===== src/rtl/mem_wb_stage_pkg.sv =====
// Shared pipeline definitions for the MEM/WB stage: control-bit positions,
// FSM encoding, writeback record and default ack timeout.
package mem_wb_stage_pkg;

  localparam int DATA_W = 32;
  localparam int REG_W  = 5;

  // MEMM = {branch, mem_read, mem_write}
  localparam int MEMM_BRANCH = 2;
  localparam int MEMM_READ   = 1;
  localparam int MEMM_WRITE  = 0;

  // MEMWB = {reg_write, mem_to_reg}
  localparam int MEMWB_REG_WRITE  = 1;
  localparam int MEMWB_MEM_TO_REG = 0;

  localparam int TIMEOUT_DEFAULT = 16;

  typedef enum logic {
    ST_IDLE   = 1'b0,
    ST_ACCESS = 1'b1
  } state_t;

  typedef struct packed {
    logic [REG_W-1:0]  rd;
    logic [1:0]        wb;
    logic [DATA_W-1:0] data;
  } wb_t;

endpackage


===== src/rtl/mem_wb_stage_if.sv =====
// Data-memory request/ack bus between the MEM stage (master) and memory (slave).
// A request is held stable from dmem_req rising until the cycle dmem_ack is seen.
interface mem_wb_stage_if;
  import mem_wb_stage_pkg::*;

  logic              dmem_req;
  logic              dmem_we;
  logic [DATA_W-1:0] dmem_addr;
  logic [DATA_W-1:0] dmem_wdata;
  logic              dmem_ack;
  logic [DATA_W-1:0] dmem_rdata;

  modport master (
    output dmem_req, dmem_we, dmem_addr, dmem_wdata,
    input  dmem_ack, dmem_rdata
  );

  modport slave (
    input  dmem_req, dmem_we, dmem_addr, dmem_wdata,
    output dmem_ack, dmem_rdata
  );
endinterface


===== src/rtl/mem_wb_stage_reg.sv =====
// MEM/WB pipeline register: 1-cycle latency; holds while load=0 (stall),
// and a bubble load clears the record so nothing is written back.
module mem_wb_reg
  import mem_wb_stage_pkg::*;
(
  input  logic              clock,
  input  logic              reset_n,
  input  logic              load,
  input  logic              bubble,
  input  wb_t               wb_in,
  output logic [REG_W-1:0]  WBRegRd,
  output logic [1:0]        WBWB,
  output logic [DATA_W-1:0] WBWriteData
);

  wb_t wb_q, wb_d;

  always_comb begin
    wb_d = wb_q;
    if (load) begin
      wb_d = bubble ? '0 : wb_in;
    end
  end

  always_ff @(posedge clock) begin
    if (!reset_n) begin
      wb_q <= '0;
    end else begin
      wb_q <= wb_d;
    end
  end

  assign WBRegRd     = wb_q.rd;
  assign WBWB        = wb_q.wb;
  assign WBWriteData = wb_q.data;

endmodule


===== src/rtl/mem_wb_stage.sv =====
// MEM stage + MEM/WB register: 1-cycle latency without a memory op, else accept + wait-for-ack.
// mem_stall freezes upstream from accept until the ack (or timeout) cycle.
module mem_wb_stage
  import mem_wb_stage_pkg::*;
#(
  parameter int TIMEOUT_CYCLES = TIMEOUT_DEFAULT
) (
  input  logic              clock,
  input  logic              reset_n,
  input  logic              in_valid,
  input  logic [2:0]        MEMM,
  input  logic [1:0]        MEMWB,
  input  logic [DATA_W-1:0] alu_result,
  input  logic [DATA_W-1:0] store_data,
  input  logic [REG_W-1:0]  MEMRegRd,
  mem_wb_stage_if.master    dmem,
  output logic              mem_stall,
  output logic              align_error,
  output logic              mem_timeout,
  output logic [REG_W-1:0]  WBRegRd,
  output logic [1:0]        WBWB,
  output logic [DATA_W-1:0] WBWriteData
);

  localparam logic [4:0] CNT_LAST = 5'(TIMEOUT_CYCLES - 1);

  state_t            state_q, state_d;
  logic [4:0]        cnt_q, cnt_d;
  logic              dmem_req_q, dmem_req_d;
  logic              dmem_we_q, dmem_we_d;
  logic [DATA_W-1:0] dmem_addr_q, dmem_addr_d;
  logic [DATA_W-1:0] dmem_wdata_q, dmem_wdata_d;
  logic              align_error_q, align_error_d;
  logic              mem_timeout_q, mem_timeout_d;

  logic mem_op, aligned, start, misalign, ack_hit, to_hit;
  logic wb_load, wb_bubble;
  wb_t  wb_in;
  logic unused_branch;

  // Branch resolves earlier in the pipe; it only rides along here.
  assign unused_branch = MEMM[MEMM_BRANCH];

  assign mem_op   = MEMM[MEMM_READ] | MEMM[MEMM_WRITE];
  assign aligned  = (alu_result[1:0] == 2'b00);
  assign start    = (state_q == ST_IDLE) & in_valid & mem_op & aligned;
  assign misalign = (state_q == ST_IDLE) & in_valid & mem_op & ~aligned;
  assign ack_hit  = (state_q == ST_ACCESS) & dmem.dmem_ack;
  assign to_hit   = (state_q == ST_ACCESS) & ~dmem.dmem_ack & (cnt_q == CNT_LAST);

  assign mem_stall = reset_n & (start | ((state_q == ST_ACCESS) & ~ack_hit & ~to_hit));

  assign wb_load   = ~mem_stall;
  assign wb_bubble = ~in_valid | misalign | to_hit;

  always_comb begin
    wb_in.rd   = MEMRegRd;
    wb_in.wb   = {MEMWB[MEMWB_REG_WRITE] & ~MEMM[MEMM_WRITE] & (MEMRegRd != '0),
                  MEMWB[MEMWB_MEM_TO_REG]};
    wb_in.data = MEMWB[MEMWB_MEM_TO_REG] ? dmem.dmem_rdata : alu_result;
  end

  always_comb begin
    state_d       = state_q;
    cnt_d         = cnt_q;
    dmem_req_d    = dmem_req_q;
    dmem_we_d     = dmem_we_q;
    dmem_addr_d   = dmem_addr_q;
    dmem_wdata_d  = dmem_wdata_q;
    align_error_d = misalign;
    mem_timeout_d = mem_timeout_q | to_hit;
    case (state_q)
      ST_IDLE: begin
        if (start) begin
          state_d      = ST_ACCESS;
          cnt_d        = '0;
          dmem_req_d   = 1'b1;
          dmem_we_d    = MEMM[MEMM_WRITE];
          dmem_addr_d  = alu_result;
          dmem_wdata_d = store_data;
        end
      end
      ST_ACCESS: begin
        if (ack_hit || to_hit) begin
          state_d    = ST_IDLE;
          cnt_d      = '0;
          dmem_req_d = 1'b0;
          dmem_we_d  = 1'b0;
        end else begin
          cnt_d = cnt_q + 5'd1;
        end
      end
      default: state_d = ST_IDLE;
    endcase
  end

  always_ff @(posedge clock) begin
    if (!reset_n) begin
      state_q       <= ST_IDLE;
      cnt_q         <= '0;
      dmem_req_q    <= 1'b0;
      dmem_we_q     <= 1'b0;
      dmem_addr_q   <= '0;
      dmem_wdata_q  <= '0;
      align_error_q <= 1'b0;
      mem_timeout_q <= 1'b0;
    end else begin
      state_q       <= state_d;
      cnt_q         <= cnt_d;
      dmem_req_q    <= dmem_req_d;
      dmem_we_q     <= dmem_we_d;
      dmem_addr_q   <= dmem_addr_d;
      dmem_wdata_q  <= dmem_wdata_d;
      align_error_q <= align_error_d;
      mem_timeout_q <= mem_timeout_d;
    end
  end

  assign dmem.dmem_req   = dmem_req_q;
  assign dmem.dmem_we    = dmem_we_q;
  assign dmem.dmem_addr  = dmem_addr_q;
  assign dmem.dmem_wdata = dmem_wdata_q;
  assign align_error     = align_error_q;
  assign mem_timeout     = mem_timeout_q;

  mem_wb_reg u_mem_wb_reg (
    .clock       (clock),
    .reset_n     (reset_n),
    .load        (wb_load),
    .bubble      (wb_bubble),
    .wb_in       (wb_in),
    .WBRegRd     (WBRegRd),
    .WBWB        (WBWB),
    .WBWriteData (WBWriteData)
  );

endmodule


===== src/flat_wrapper.sv =====
// flat-port wrapper written by rule: the top's interface ports become plain ports
module mem_wb_stage_flat import mem_wb_stage_pkg::*;
#(
  parameter int TIMEOUT_CYCLES = TIMEOUT_DEFAULT
)
  (clock, reset_n, in_valid, MEMM, MEMWB, alu_result, store_data, MEMRegRd, mem_stall, align_error, mem_timeout, WBRegRd, WBWB, WBWriteData, dmem_dmem_req, dmem_dmem_we, dmem_dmem_addr, dmem_dmem_wdata, dmem_dmem_ack, dmem_dmem_rdata);
  mem_wb_stage_if dmem_i ();
  input  logic clock;
  input  logic reset_n;
  input  logic in_valid;
  input  logic [2:0] MEMM;
  input  logic [1:0] MEMWB;
  input  logic [DATA_W-1:0] alu_result;
  input  logic [DATA_W-1:0] store_data;
  input  logic [REG_W-1:0] MEMRegRd;
  output logic mem_stall;
  output logic align_error;
  output logic mem_timeout;
  output logic [REG_W-1:0] WBRegRd;
  output logic [1:0] WBWB;
  output logic [DATA_W-1:0] WBWriteData;
  output wire logic [$bits(dmem_i.dmem_req)-1:0] dmem_dmem_req;
  output wire logic [$bits(dmem_i.dmem_we)-1:0] dmem_dmem_we;
  output wire logic [$bits(dmem_i.dmem_addr)-1:0] dmem_dmem_addr;
  output wire logic [$bits(dmem_i.dmem_wdata)-1:0] dmem_dmem_wdata;
  input wire logic [$bits(dmem_i.dmem_ack)-1:0] dmem_dmem_ack;
  input wire logic [$bits(dmem_i.dmem_rdata)-1:0] dmem_dmem_rdata;
  assign dmem_dmem_req = dmem_i.dmem_req;
  assign dmem_dmem_we = dmem_i.dmem_we;
  assign dmem_dmem_addr = dmem_i.dmem_addr;
  assign dmem_dmem_wdata = dmem_i.dmem_wdata;
  assign dmem_i.dmem_ack = dmem_dmem_ack;
  assign dmem_i.dmem_rdata = dmem_dmem_rdata;
  mem_wb_stage #(.TIMEOUT_CYCLES(TIMEOUT_CYCLES)) u_core (.clock(clock), .reset_n(reset_n), .in_valid(in_valid), .MEMM(MEMM), .MEMWB(MEMWB), .alu_result(alu_result), .store_data(store_data), .MEMRegRd(MEMRegRd), .dmem(dmem_i), .mem_stall(mem_stall), .align_error(align_error), .mem_timeout(mem_timeout), .WBRegRd(WBRegRd), .WBWB(WBWB), .WBWriteData(WBWriteData));
endmodule

===== config.mk =====
export PLATFORM = sky130hd
export DESIGN_NAME = mem_wb_stage_flat
export DESIGN_NICKNAME = d
export VERILOG_FILES = /design/src/rtl/mem_wb_stage_pkg.sv /design/src/rtl/mem_wb_stage_if.sv /design/src/rtl/mem_wb_stage_reg.sv /design/src/rtl/mem_wb_stage.sv /design/src/flat_wrapper.sv
export SDC_FILE = /design/constraint.sdc
export NUM_CORES = 1
export LEC_CHECK = 0
export CORE_ASPECT_RATIO = 1.75
export CORE_MARGIN = 5
export CORE_UTILIZATION = 44
export CTS_BUF_LIST = sky130_fd_sc_hd__clkbuf_4 sky130_fd_sc_hd__clkbuf_8 sky130_fd_sc_hd__clkbuf_16
export DETAILED_ROUTE_END_ITERATION = 10
export PLACE_DENSITY = 0.94
export SLEW_MARGIN = 20
export SYNTH_ARGS = -nofsm -noshare
export SYNTH_HDL_FRONTEND = slang
export SYNTH_SLANG_ARGS = --single-unit

===== constraint.sdc =====
create_clock -name clock -period 5.4 [get_ports clock]
set_clock_uncertainty 0.1 [all_clocks]
set_input_delay 1.08 -clock clock [delete_from_list [all_inputs] [get_ports clock]]
set_output_delay 1.08 -clock clock [all_outputs]
set_load 0.005 [all_outputs]

======== After elaboration in Yosys (flattened, before gate mapping) ========
Cells that the tools add are included.
word-level totals
  logic and storage cells ................. 57
  bits of input ports ..................... 110
  bits in registers ....................... 113
cells by class
  bitwise logic cells ..................... 24
  reduce and logical (&&, ||, !) cells .... 5
  equal/unequal tests ..................... 3
  mux-type cells .......................... 13
  add/sub/neg operators ................... 1
operators by type and width
  operator                                                          count
  39-bit 2-to-1 mux                                                 1
  32-bit 2-to-1 mux                                                 1
  1-bit AND                                                         12
  5-bit 2-to-1 mux                                                  2
  5-bit one-hot mux with 2 select lines                             1
  1-bit NOT                                                         7
  1-bit one-hot mux with 2 select lines                             3
  5-bit by 1-bit adder with 5-bit output (second input constant)    1
  5-bit by 4-bit == test with 1-bit output (second input constant)  1
  1-bit 2-to-1 mux                                                  5
  1-bit OR                                                          5
  5-bit nonzero test                                                1
  2-bit AND reduction                                               2
  2-bit logical NOT                                                 1
  2-bit by 1-bit != test with 1-bit output (second input constant)  1
  2-bit != test (second input constant)                             1
  1-bit logical OR                                                  1

======== Logic depth before layout (Yosys ltp) ========
  depth in word-level cells ............... 7
  depth in mapped cells ................... 7
  gate-level depth less buffers ........... 6

======== Modules after synthesis ========
Synthesis repeated with hierarchy kept, for this count alone.
unflattened totals
  cells, all modules ...................... 569
  area total of the unflattened synthesis .. 5147.4 µm²
by module, submodules not included
  module        cells an instance  area each (µm²)  sequential area each (µm²)  times used
  mem_wb_stage  395                3584.7           1481.4                      1
  mem_wb_reg    174                1562.7           780.7                       1

======== Worst setup path before layout ========
OpenSTA, ideal clock, no wires.
  kind .................................... in2out
  from .................................... input reset_n
  to ...................................... output mem_stall
  arrival time ............................ 1.804 ns
  cell stages on the path ................. 4
  required time ........................... 4.220 ns
  path buffers ............................ 2
  path slack .............................. 2.416 ns
  path through ............................ buf_6 > and2_4 > a32o_2 > buf_6
on the way
  word-level cells in the longest chain between the ends .. 1
RTL lines
  item                line                RTL
  start: declaration  flat_wrapper.sv:9   input logic reset_n;
  1-bit AND           mem_wb_stage.sv:51  assign mem_stall = reset_n & (start | ((state_q == ST_ACCESS) & ~ack_hit & ~to_hit));
  end: declaration    flat_wrapper.sv:16  output logic mem_stall;
No other way between the ends.

======== Final worst setup path ========
Ends and elaborated chain as after synthesis.

==> results.sh <==
export IMPL_status="completed"
export IMPL_pre_cts_ws_ns=1.44
export IMPL_start_util_pct=44.7
export IMPL_synth_edf_count=0
export IMPL_ff2ff_setup_slack_ns=2.90
export IMPL_cellPowerDensity_mw_per_mm2=296
export IMPL_die_w_um=86.9
export IMPL_stdcell_count=803
export IMPL_cts_max_level=4
export IMPL_clock_path_buffers=2
export IMPL_syn_cell_area_mm2=0.00455
export IMPL_switching_share_pct=23.4
export IMPL_dieArea_mm2=0.0126
export IMPL_tightest_slew_ns=1.07
export IMPL_layout_setup_ws_ns=1.42
export IMPL_min_from="u_core.u_mem_wb_reg.WBWriteData[19]"
export IMPL_numCtsBuffers=17
export IMPL_critPathRequiredTime_ns=4.22
export IMPL_min_path_type="register to register"
export IMPL_final_cell_mix="clkdlybuf4s50_1 (215), dfxtp_1 (113), nand3_1 (65), a21oi_1 (65), o21ai_0 (54)"
export IMPL_yosys_warnings=0
export IMPL_slew_headroom_pct=28.3
export IMPL_arrival_ns=2.80
export IMPL_grt_pass1_wl_um=24500
export IMPL_portBuffers=216
export IMPL_ctsResizeCount=0
export IMPL_wl_um=16500
export IMPL_slew_violations=0
export IMPL_drt_first_pass_iters=5
export IMPL_vias=4625
export IMPL_ctsHoldBuffers=0
export IMPL_ctsRootBufferMaster="clkbuf_16"
export IMPL_synthToLayoutAreaGrowth_pct=58.8
export IMPL_async_reset_ff_share_pct=0
export IMPL_drv_cap=0
export IMPL_coreArea_mm2=0.0102
export IMPL_drc=0
export IMPL_post_cts_buffers=0
export IMPL_viasPerCell=5.76
export IMPL_first_iter_violations=213
export IMPL_vdd_drop_max_mv=0.247
export IMPL_antenna_left=0
export IMPL_nets=776
export IMPL_gp_congestion=0.834
export IMPL_power_total_mw=2.14
export IMPL_setup_violations=0
export IMPL_clock_sinks=113
export IMPL_wl_per_cell_um=20.5
export IMPL_ios=218
export IMPL_comb_power_share_pct=11.7
export IMPL_cts_tree="yes"
export IMPL_hold_slack_ns=0.362
export IMPL_final_hold_viol_count=0
export IMPL_dieHeight_um=144
export IMPL_core_rowCount=49
export IMPL_ys_seq_area_share_pct=49.7
export IMPL_path_clk_slew_ns=0.05
export IMPL_tns_ns=0
export IMPL_p_clk_share_pct=47.7
export IMPL_grt_max_degree=70
export IMPL_antenna_found_initial=0
export IMPL_fin_crit_sh_pct=73.7
export IMPL_fin_crit_ns=3.98
export IMPL_grt_overflow_total=0
export IMPL_insertedDiodeCount=0
export IMPL_syn_num_nets=583
export IMPL_p_int_mw=1.64
export IMPL_clk_latency_ns=0.40
export IMPL_avgSynthCellArea_um2=9.66
export IMPL_reg2reg_to="u_core.u_mem_wb_reg.WBRegRd[3]"
export IMPL_track_usage_pct=25.3
export IMPL_synth_ff_type="dfxtp_1"
export IMPL_fmax_ghz=0.251
export IMPL_p_sw_mw=0.501
export IMPL_end_kind="primary output"
export IMPL_timing_rr_start="u_core.cnt_q[0]"
export IMPL_drive_above_1_share_pct=8.14
export IMPL_power_frac_seq_pct=40.5
export IMPL_grt_pass1_vias=4643
export IMPL_critPathKind="input pin to primary output"
export IMPL_ys_ff_latch=113
export IMPL_rsz0062_at_grt="false"
export IMPL_layout_commonest_cell="clkdlybuf4s50_1"
export IMPL_hold_path_endpoint="u_core.u_mem_wb_reg.WBWriteData[19]"
export IMPL_place_hpwl_um=11500
export IMPL_netlist_instances=471
export IMPL_power_leakage_nw=2.57
export IMPL_min_path_cells=1
export IMPL_startpoint_type="input pin"
export IMPL_crit_fanout=10
export IMPL_synthDistinctLibCells=41
export IMPL_dp_cells=772
export IMPL_ff2ff_path_depth=7
-- registers in the layout, summed over array words and instances, names as in the netlist --
register / cells
u_core.align_error: 1
u_core.cnt_q: 5
u_core.dmem.dmem_addr: 32
u_core.dmem.dmem_req: 1
u_core.dmem.dmem_wdata: 32
u_core.dmem.dmem_we: 1
u_core.mem_timeout: 1
u_core.state_q: 1
u_core.u_mem_wb_reg.WBRegRd: 5
u_core.u_mem_wb_reg.WBWB: 2
u_core.u_mem_wb_reg.WBWriteData: 32
-- cell families (layout without fill, tap and decap cells) --
group                    count (synthesis)  after routing  synth area share (%)
flip-flops                             113            113                  49.7
buffers and inverters                   50            255                  6.19
adder cells (fa/ha/maj)                  2              2                 0.550
multiplexers                            32             32                  7.04
AND/OR/NAND/NOR                         91             91                  10.6
AO/OA/AOI/OAI                          183            183                  25.8
-- worst max-delay path by stage --
| stage | startpoint | end | depth (start not counted) |
|---|---|---|---|
| after floorplan | reset_n | mem_stall | 4 |
| after global placement | reset_n | mem_stall | 4 |
| after detailed placement | reset_n | mem_stall | 4 |
| after CTS | reset_n | mem_stall | 4 |
| after global routing | dmem_dmem_ack | mem_stall | 4 |
| final | reset_n | mem_stall | 4 |
-- cell usage after synthesis, types with 2 or more instances --
cell type,count,area share [%]
dfxtp_1,113,50
a21oi_1,65,7.2
nand3_1,65,7.2
o21ai_0,54,5.9
mux2i_1,32,7.0
o2bb2ai_1,23,4.4
buf_2,16,1.8
clkbuf_1,13,1.1
o21ai_1,12,1.3
o2bb2ai_2,9,3.0
buf_4,8,1.3
nand2_1,7,0.58
a22o_1,6,1.2
buf_6,5,1.2
clkbuf_2,5,0.55
and3_1,3,0.41
nor2_1,3,0.25
nor3b_1,3,0.50
a311oi_1,2,0.39
a32o_1,2,0.44
ha_1,2,0.55
inv_1,2,0.17
nor3_1,2,0.22
or3b_1,2,0.39
-- through the flow --
step / util [%] / cell area [µm²]
after floorplan: - / 4550
after global placement: 65.3 / 6650
after detailed placement: 65.6 / 6680
after CTS: 70.9 / 7220
after global routing: 71.0 / 7220
final: 71.0 / 7220
-- power by group through the flow --
stage / clock, mW / sequential (mW) / combinational (mW)
after floorplan: 0 / 0.885 / 0.0964
after global placement: 0 / 0.883 / 0.236
after detailed placement: 0 / 0.885 / 0.248
after CTS: 1.04 / 0.868 / 0.251
after global routing: 1.08 / 0.870 / 0.266
final: 1.02 / 0.868 / 0.251
-- area by class of cell --
| cell class | count | area (µm²) |
|---|---|---|
| sequential | 113 | 2260 |
| inverter | 3 | 12.5 |
| fill | 752 | 2950 |
| multi-input combinational | 308 | 2030 |
| clock buffer | 20 | 454 |
| tap | 127 | 159 |
| timing repair buffer | 221 | 2210 |
| clock inverter | 11 | 91.3 |
-- layer usage --
layer | vias up | GRT usage, % | part of all wire (%)
li1 | 2126 | - | -
met1 | 2227 | 26.3 | 35
met2 | 221 | 45.7 | 54
met3 | 51 | 5.25 | 6.3
met4 | 0 | 15.1 | 4.9
met5 | - | 0 | 0
-- critical path: stages --
cell and delay, ns:
clkdlybuf4s50_1 0.68, and2_4 0.26, a32o_2 0.22, clkdlybuf4s50_1 0.57
(Power assumes the default switching activity.)
